==> src/rtl/fpu_add_align_unit.sv <==
// ---------------------------------------------------------------------------
// fpu_add_align_unit
//
// Pre-add alignment stage of the FP32 adder datapath. Unpacks two IEEE-754
// single-precision operands, orders them by magnitude and right-shifts the
// smaller mantissa by the exponent difference, producing guard/round/sticky
// bits for the downstream add/sub, LOPD and normalize stages.
// Two-stage pipeline with a valid/ready handshake on both sides.
//
// Ports:
//   i_clk, i_rst_n   clock (rising edge), asynchronous active-low reset
//   i_valid/o_ready  upstream handshake for an operand pair
//   i_operand_a/b    FP32 operands
//   i_sub            1 = A-B, 0 = A+B
//   o_valid/i_ready  downstream handshake for the aligned result
//   o_exponent       larger operand's effective exponent
//   o_sign_big       sign of the larger-magnitude operand (B sign flipped on sub)
//   o_eff_sub        big and small signs differ
//   o_swap           B had the larger magnitude
//   o_mant_big       larger mantissa including hidden bit
//   o_mant_small     aligned smaller mantissa {24 bits, G, R, S}
//   o_special        either operand has an all-ones exponent (Inf/NaN)
// ---------------------------------------------------------------------------
module fpu_add_align_unit #(
  parameter int SIZE_DATA = 32,
  parameter int SIZE_EXP  = 8,
  parameter int SIZE_MAN  = 24,
  parameter int SIZE_EXT  = 27
) (
  input  logic                 i_clk,
  input  logic                 i_rst_n,
  input  logic                 i_valid,
  output logic                 o_ready,
  input  logic [SIZE_DATA-1:0] i_operand_a,
  input  logic [SIZE_DATA-1:0] i_operand_b,
  input  logic                 i_sub,
  output logic                 o_valid,
  input  logic                 i_ready,
  output logic [SIZE_EXP-1:0]  o_exponent,
  output logic                 o_sign_big,
  output logic                 o_eff_sub,
  output logic                 o_swap,
  output logic [SIZE_MAN-1:0]  o_mant_big,
  output logic [SIZE_EXT-1:0]  o_mant_small,
  output logic                 o_special
);

  localparam int SIZE_FRAC = SIZE_MAN - 1;
  localparam int SIZE_GRS  = SIZE_EXT - SIZE_MAN;
  localparam int SIZE_MAG  = SIZE_EXP + SIZE_MAN;
  localparam logic [SIZE_EXP-1:0] EXT_LIMIT = SIZE_EXP'(SIZE_EXT);
  localparam logic [SIZE_EXP-1:0] EXP_ONE   = SIZE_EXP'(1);

  // Subnormals and zero use an effective exponent of 1 with hidden bit 0.
  function automatic logic [SIZE_EXP-1:0] eff_exp(input logic [SIZE_EXP-1:0] e);
    return (e == '0) ? EXP_ONE : e;
  endfunction

  // Right-shift {m, GRS=000} by d; every bit pushed past the LSB is folded
  // into the sticky position so rounding downstream stays exact.
  function automatic logic [SIZE_EXT-1:0] align_shift(
    input logic [SIZE_MAN-1:0] m,
    input logic [SIZE_EXP-1:0] d
  );
    logic [SIZE_EXT-1:0] ext;
    logic [SIZE_EXT-1:0] shifted;
    logic [SIZE_EXT-1:0] lost_mask;
    logic                sticky;
    ext       = {m, {SIZE_GRS{1'b0}}};
    lost_mask = '0;
    if (d >= EXT_LIMIT) begin
      shifted = '0;
      sticky  = |ext;
    end else begin
      shifted   = ext >> d;
      lost_mask = ~({SIZE_EXT{1'b1}} << d);
      sticky    = |(ext & lost_mask);
    end
    return {shifted[SIZE_EXT-1:1], shifted[0] | sticky};
  endfunction

  // Unpack
  logic                sign_a, sign_b;
  logic [SIZE_EXP-1:0] exp_a, exp_b, eexp_a, eexp_b;
  logic [SIZE_MAN-1:0] mant_a, mant_b;
  logic [SIZE_MAG-1:0] mag_a, mag_b;

  always_comb begin
    sign_a = i_operand_a[SIZE_DATA-1];
    sign_b = i_operand_b[SIZE_DATA-1] ^ i_sub;
    exp_a  = i_operand_a[SIZE_DATA-2 -: SIZE_EXP];
    exp_b  = i_operand_b[SIZE_DATA-2 -: SIZE_EXP];
    eexp_a = eff_exp(exp_a);
    eexp_b = eff_exp(exp_b);
    mant_a = {(exp_a != '0), i_operand_a[SIZE_FRAC-1:0]};
    mant_b = {(exp_b != '0), i_operand_b[SIZE_FRAC-1:0]};
    mag_a  = {eexp_a, mant_a};
    mag_b  = {eexp_b, mant_b};
  end

  // Order by magnitude; ties keep A as the big operand.
  logic                swap_d;
  logic [SIZE_EXP-1:0] exp_big_d, exp_small_d, diff_d;
  logic [SIZE_MAN-1:0] mant_big_d, mant_small_d;
  logic                sign_big_d, eff_sub_d, special_d;

  always_comb begin
    swap_d       = (mag_b > mag_a);
    exp_big_d    = swap_d ? eexp_b : eexp_a;
    exp_small_d  = swap_d ? eexp_a : eexp_b;
    mant_big_d   = swap_d ? mant_b : mant_a;
    mant_small_d = swap_d ? mant_a : mant_b;
    sign_big_d   = swap_d ? sign_b : sign_a;
    eff_sub_d    = sign_a ^ sign_b;
    special_d    = (&exp_a) | (&exp_b);
    diff_d       = exp_big_d - exp_small_d;
  end

  // Pipeline control
  logic vld_p1_q, vld_p2_q;
  logic s2_adv, s1_adv, accept;

  always_comb begin
    s2_adv  = !vld_p2_q || i_ready;
    s1_adv  = vld_p1_q && s2_adv;
    o_ready = i_rst_n && (!vld_p1_q || s2_adv);
    accept  = i_valid && o_ready;
  end

  // ---- stage 1: unpacked, ordered operands ----
  logic                swap_p1_q, sign_big_p1_q, eff_sub_p1_q, special_p1_q;
  logic [SIZE_EXP-1:0] exp_big_p1_q, diff_p1_q;
  logic [SIZE_MAN-1:0] mant_big_p1_q, mant_small_p1_q;

  always_ff @(posedge i_clk or negedge i_rst_n) begin
    if (!i_rst_n) begin
      vld_p1_q        <= 1'b0;
      swap_p1_q       <= 1'b0;
      sign_big_p1_q   <= 1'b0;
      eff_sub_p1_q    <= 1'b0;
      special_p1_q    <= 1'b0;
      exp_big_p1_q    <= '0;
      diff_p1_q       <= '0;
      mant_big_p1_q   <= '0;
      mant_small_p1_q <= '0;
    end else begin
      if (accept) begin
        vld_p1_q        <= 1'b1;
        swap_p1_q       <= swap_d;
        sign_big_p1_q   <= sign_big_d;
        eff_sub_p1_q    <= eff_sub_d;
        special_p1_q    <= special_d;
        exp_big_p1_q    <= exp_big_d;
        diff_p1_q       <= diff_d;
        mant_big_p1_q   <= mant_big_d;
        mant_small_p1_q <= mant_small_d;
      end else if (s1_adv) begin
        vld_p1_q <= 1'b0;
      end
    end
  end

  // ---- stage 2: aligned small mantissa, drives the outputs ----
  logic                swap_p2_q, sign_big_p2_q, eff_sub_p2_q, special_p2_q;
  logic [SIZE_EXP-1:0] exp_p2_q;
  logic [SIZE_MAN-1:0] mant_big_p2_q;
  logic [SIZE_EXT-1:0] mant_small_p2_q;
  logic [SIZE_EXT-1:0] aligned_d;

  always_comb begin
    aligned_d = align_shift(mant_small_p1_q, diff_p1_q);
  end

  always_ff @(posedge i_clk or negedge i_rst_n) begin
    if (!i_rst_n) begin
      vld_p2_q        <= 1'b0;
      swap_p2_q       <= 1'b0;
      sign_big_p2_q   <= 1'b0;
      eff_sub_p2_q    <= 1'b0;
      special_p2_q    <= 1'b0;
      exp_p2_q        <= '0;
      mant_big_p2_q   <= '0;
      mant_small_p2_q <= '0;
    end else if (s2_adv) begin
      vld_p2_q <= vld_p1_q;
      if (vld_p1_q) begin
        swap_p2_q       <= swap_p1_q;
        sign_big_p2_q   <= sign_big_p1_q;
        eff_sub_p2_q    <= eff_sub_p1_q;
        special_p2_q    <= special_p1_q;
        exp_p2_q        <= exp_big_p1_q;
        mant_big_p2_q   <= mant_big_p1_q;
        mant_small_p2_q <= aligned_d;
      end
    end
  end

  assign o_valid      = vld_p2_q;
  assign o_exponent   = exp_p2_q;
  assign o_sign_big   = sign_big_p2_q;
  assign o_eff_sub    = eff_sub_p2_q;
  assign o_swap       = swap_p2_q;
  assign o_mant_big   = mant_big_p2_q;
  assign o_mant_small = mant_small_p2_q;
  assign o_special    = special_p2_q;

endmodule

==> config.mk <==
export PLATFORM = sky130hd
export DESIGN_NAME = fpu_add_align_unit
export DESIGN_NICKNAME = d
export VERILOG_FILES = /design/src/rtl/fpu_add_align_unit.sv
export SDC_FILE = /design/constraint.sdc
export NUM_CORES = 1
export LEC_CHECK = 0
export BUFFER_PORTS_ARGS = -buffer_cell sky130_fd_sc_hd__buf_2
export CAP_MARGIN = 40
export CORE_MARGIN = 1
export CORE_UTILIZATION = 41
export DETAILED_ROUTE_END_ITERATION = 10
export PLACE_DENSITY = 0.65
export SLEW_MARGIN = 20
export SYNTH_ARGS = -nofsm -noshare
export SYNTH_HDL_FRONTEND = slang
export SYNTH_SLANG_ARGS = --single-unit
==> constraint.sdc <==
create_clock -name i_clk -period 2.4 [get_ports i_clk]
set_input_delay 0.12 -clock i_clk [delete_from_list [all_inputs] [get_ports i_clk]]
set_output_delay 0.12 -clock i_clk [all_outputs]
set_load 0.05 [all_outputs]
**Word level (Yosys, flattened, before mapping)**

Cells that the tools add are included.
Widths: inputs -> output; s select.

- Bitwise gates (word level): 6
- Multiplexer cells: 11
- Magnitude comparators: 2
- Shift-type cells: 2
- $add $sub $neg: 1
- Reduce and logical (&&, ||, !) cells: 17

Operators by type and width:

| kind | number |
|---|---|
| $mux 24 | 2 |
| $gt 32x32->1 | 1 |
| $mux 8 | 4 |
| $and 27x27->27 | 1 |
| $mux 27 | 1 |
| $not 27->27 | 1 |
| $reduce_or 27->1 | 1 |
| $shl 27x8->27 const A | 1 |
| $shr 27x8->27 | 1 |
| $reduce_or 24->1 | 1 |
| $logic_not 8->1 | 2 |
| $reduce_and 8->1 | 2 |
| $reduce_bool 8->1 | 2 |
| $ge 8x5->1 const B | 1 |
| $sub 8x8->8 | 1 |
| $mux 1 | 4 |
| $logic_and 1x1->1 | 3 |
| $logic_not 1->1 | 2 |
| $logic_or 1x1->1 | 2 |
| $or 1x1->1 | 2 |
| $reduce_and 2->1 | 1 |
| $reduce_bool 2->1 | 1 |
| $xor 1x1->1 | 2 |

- Bits in registers: 133
- Output and inout port bits: 65
- Logic and storage cells: 56
- Bits of input ports: 69

**Depth between registers and ports, before layout**

- Depth in word-level cells: 6
- Mapped depth: 16
- Gate-level depth less buffers: 14

**Worst setup path before layout**

OpenSTA, ideal clock, no wires.

- Path kind: input -> register
- Start: in i_operand_a[27]
- End: reg diff_p1_q[6]
- Required time: 2266 ps
- Setup time: 134 ps
- Data arrival time: 3094 ps
- Stages: 12
- Path buffers: 0
- Slack: -828 ps
- Cells stage by stage: or4_1 o41a_1 ha_1 nand3_1 nor4_1 and2_2 a21oi_1 nor2_1 mux2i_1 a21boi_0 o221a_2 o22ai_1

- Cells in the longest elaborated chain, start to end: 5
- Elaborated cells between the ends (all ways): 7
- Those cells by class: add/sub: 1; order compare: 1; mux: 3; reduce/logical: 2

Ends and longest elaborated chain:

| what | line | source |
|---|---|---|
| from (decl) | 34 | `input logic [SIZE_DATA-1:0] i_operand_a,` |
| $logic_not 8->1 | 56 | `return (e == '0) ? EXP_ONE : e;` |
| $mux 8 | 56 |  |
| $gt 32x32->1 | 108 | `swap_d = (mag_b > mag_a);` |
| $mux 8 (on tied branches) | 109, 110 |  |
| $sub 8x8->8 (*) | 116 | `diff_d = exp_big_d - exp_small_d;` |
| to (signal assigned) | 154 | `diff_p1_q <= diff_d;` |
| to (decl) | 132 | `logic [SIZE_EXP-1:0] exp_big_p1_q, diff_p1_q;` |

Every way passes the cells marked *; elsewhere a longest branch is shown, timed or not.
A chain may end at the register's enable or synchronous reset.

**Worst setup path after layout**

- Start: in i_operand_b[26]
- End: reg diff_p1_q[2]

- Cells in the longest elaborated chain, start to end: 5
- Elaborated cells between the ends (all ways): 7
- Those cells by class: add/sub: 1; order compare: 1; mux: 3; reduce/logical: 2

Ends and longest elaborated chain:

| what | line | source |
|---|---|---|
| from (decl) | 35 | `input logic [SIZE_DATA-1:0] i_operand_b,` |
| $logic_not 8->1 | 56 |  |
| $mux 8 | 56 |  |
| $gt 32x32->1 | 108 |  |
| $mux 8 (on tied branches) | 109, 110 |  |
| $sub 8x8->8 (*) | 116 |  |

Marked as above.

==> impl_metrics.tcl <==
set metrics [dict create \
    worstHoldPathCells 3 \
    drt_iter0_drc 649 \
    place_ws_ns -0.931 \
    fin_nets 1308 \
    critPathKind "in2reg" \
    finalWeightedCongestion 0.921 \
    synthArstFlopShare_pct 100 \
    cp_slowest_cell "or4_4" \
    critPathRequiredTime_ns 2.71 \
    syn_to_final_growth_pct 46.7 \
    tns_ns -21.02 \
    hold_path_end "eff_sub_p1_q" \
    worstPathArrival_ns 3.23 \
    cts_max_path_buffers 2 \
    vdd_ir_drop_max_mv 0.560 \
    avgSynthCellArea_um2 8.69 \
    cts_root_buf "clkbuf_16" \
    drc 0 \
    vias 8323 \
    status "finished with violations" \
    grt_max_degree 133 \
    cp-end-kind "register" \
    die_y_um 144 \
    setup_viol 65 \
    synth_seq_cells 133 \
    wl_mm 27.4 \
    rsz0062_at_grt "yes" \
    r2r_setup_slack_ns 0.15 \
    cp_max_fo 5 \
    cts_tree "built" \
    cpPeakStageDelay_ns 0.54 \
    instances_no_fill 1487 \
    clock.fmax_mhz 343 \
    clk_pin_slew_ns 0.06 \
    numCtsBuffers 17 \
    ys.flop_type "dfrtp_1" \
    design.die.area_um2 20800 \
    skew_ns 0.0132 \
    path_cells "buf_6 > or4_4 > nor4_2 > nand2_1 > ha_4 > nand4_1 > nor4_4 > and2_4 > a21o_1 > nand2_4 > buf_12 > clkbuf_16 > buf_6 > nor2_4 > a21oi_2 > xnor2_1 > o21ai_1" \
    antenna_found_initial 3 \
    setup_ws_ns -0.516 \
    holdWs_ns 0.0291 \
    syn_area_um2 8310 \
    path_common_cell "buf_6" \
    synth_warnings 0 \
    min_path_type "in2reg" \
    die_x_um 144 \
    power_leakage_uw 0.00545 \
    row_count 51 \
    nFillCells 1629 \
    grt.overflow.total 0 \
    finalCriticalPeriod_ns 2.92 \
    initial_utilization_pct 42.3 \
    ios 134 \
    regToRegStartpoint "diff_p1_q[0]" \
    relSlewSlack_pct 48.8 \
    post_drt_wl_per_cell_um 18.4 \
    cpLargestDelayFamily "simple AND/OR/NAND/NOR gates" \
    synth_cell_type_count 71 \
    drv_cap 0 \
    drive_gt1_share_pct 40.1 \
    port_buffers 133 \
    synth-edff-count 0 \
    ant_nets 0 \
    p_total_uw 9920 \
    clock-sinks 133 \
    r2r-end "o_mant_small[1]" \
    hold_violations 0 \
    grt_pass1_wl_mm 40.1 \
    slew_viol_final 0 \
    min_from "i_operand_a[31]" \
    clock_latency_ns 0.43 \
    crit_buf_inv 4 \
    synth_nets 1056 \
    worstSetupStartpointType "primary input" \
    htreeDepth 4 \
    core-area_um2 19700 \
    first_pass_iters 9 \
    grt_pass1_vias 7731 \
    period_share_pct 122 \
    postSynthCellCount 956 \
    powerDensity_nw_per_um2 814 \
    place_inst 1403 \
    grt_use_total_pct 24.9 \
    worst_pin_slew_ns 0.768 \
    violations "setup timing" \
    via_per_inst 5.60 \
    seq_area_frac_synth_pct 40.1 \
    hpwl_mm 17.3 \
    rr_worst_depth 6 \
]
-- cell type report --
class / count / area, um^2 / share of cell area, %
multi-input combinational: 715 / 5300 / 43.5
sequential: 133 / 3330 / 27.3
timing repair buffer: 302 / 2520 / 20.7
clock buffer: 22 / 444 / 3.64
tap: 265 / 332 / 2.72
inverter: 39 / 150 / 1.23
clock inverter: 9 / 106 / 0.873
antenna: 2 / 5.00 / 0.0411
-- logic make-up after synthesis --
| logic type | Yosys count | share of synthesized area (%) |
|---|---|---|
| compound gates | 257 | 19.0 |
| mux | 75 | 12.2 |
| xor+xnor | 7 | 0.738 |
| simple gates | 344 | 18.0 |
| flops | 133 | 40.1 |
| fa+ha+maj | 32 | 4.79 |
| buf+inv | 108 | 5.18 |
-- worst max-delay path by stage --
stage / start / end / slack (ns) / cells after the start
6_report: i_operand_b[26] / diff_p1_q[2] / -0.52 / 17
5_1_grt: i_operand_b[26] / diff_p1_q[2] / -0.62 / 17
4_1_cts: i_operand_a[27] / diff_p1_q[5] / -0.36 / 14
3_5_place_dp: i_operand_b[26] / diff_p1_q[7] / -0.93 / 15
3_3_place_gp: i_operand_b[26] / diff_p1_q[7] / -0.85 / 15
2_1_floorplan: i_operand_b[24] / diff_p1_q[7] / -0.69 / 15
-- tightest hold or removal path, cell delays in order --
cell and delay (ns):
buf_2 0.11, xor2_1 0.06, o21ai_0 0.13
-- routing by layer --
| metal | global-route usage (%) | routed length (um) |
|---|---|---|
| met5 | 0 | 13 |
| met4 | 10.1 | 1090 |
| met3 | 3.94 | 1500 |
| met2 | 37.6 | 12500 |
| met1 | 35.3 | 12300 |
-- per-stage QoR --
stage	instance area [um^2]	utilization [%]
floorplan	8390	-
global placement	10100	51.2
detailed placement	10100	51.2
CTS	11000	55.9
global route	12200	62.0
finish	12200	62.0
-- state kept, by name (all words and copies together) (netlist names) --
| name | count |
|---|---|
| special_p1_q | 1 |
| sign_big_p1_q | 1 |
| o_valid | 1 |
| eff_sub_p1_q | 1 |
| vld_p1_q | 1 |
| mant_small_p1_q | 24 |
| exp_big_p1_q | 8 |
| o_exponent | 8 |
| diff_p1_q | 8 |
| swap_p1_q | 1 |
| o_mant_small | 27 |
| o_eff_sub | 1 |
| o_swap | 1 |
| mant_big_p1_q | 24 |
| o_sign_big | 1 |
| o_mant_big | 24 |
| o_special | 1 |
-- cell usage in the layout, fill, tap and decap left out, types with 11 or more instances in the layout --
cell type      instances
dlygate4sd3_1         19
a21oi_2               11
o21ai_0               56
nand2_1              124
ha_1                  29
a31oi_1               34
a21oi_4               19
nand2_2               18
mux2i_1               17
nor2_1                74
inv_1                 37
mux2_2                38
dfrtp_1              132
nand4_1               12
a21oi_1               38
nor2_4                24
o21ai_1               27
nand3_1               22
clkbuf_16             27
buf_4                110
buf_12                17
buf_2                129
mux4_2                17
-- repair_timing --
| action | in CTS | in global routing |
|---|---|---|
| hold buffers | 19 | 0 |
| gates cloned | 2 | 12 |
| gates resized for setup | 19 | 199 |
| buffers inserted | 5 | 13 |
| pin swaps | 8 | 87 |
| endpoints found under the hold margin | 151 | 0 |
| endpoints found under the setup margin | 65 | 67 |
-- where the power goes --
| group | internal (uW) | switching [uW] |
|---|---|---|
| combinational | 1650 | 2610 |
| clock | 1520 | 1020 |
| sequential | 2720 | 407 |
| total | 5880 | 4040 |
-- Yosys cell counts, drive strengths merged, types with 4 or more instances --
cell type / count / area share [%]
nor2: 106 / 4.8
nand2: 151 / 6.8
o22ai: 4 / 0.30
ha: 31 / 4.7
nor3: 9 / 0.54
o31ai: 4 / 0.36
dfrtp: 133 / 40
inv: 38 / 1.7
xnor2: 5 / 0.53
mux2: 40 / 5.5
a211oi: 7 / 0.63
a22o: 9 / 0.95
buf: 13 / 0.81
nor2b: 9 / 0.68
a31oi: 37 / 2.8
o21ai: 88 / 5.3
mux2i: 18 / 2.2
mux4: 17 / 4.6
a21o: 5 / 0.45
o211ai: 5 / 0.45
a21oi: 68 / 4.1
nand3: 25 / 1.6
and3: 5 / 0.38
nand4: 12 / 0.90
clkbuf: 55 / 2.5
nor4: 7 / 0.53
No activity file was read; power rests on OpenSTA's default activity.
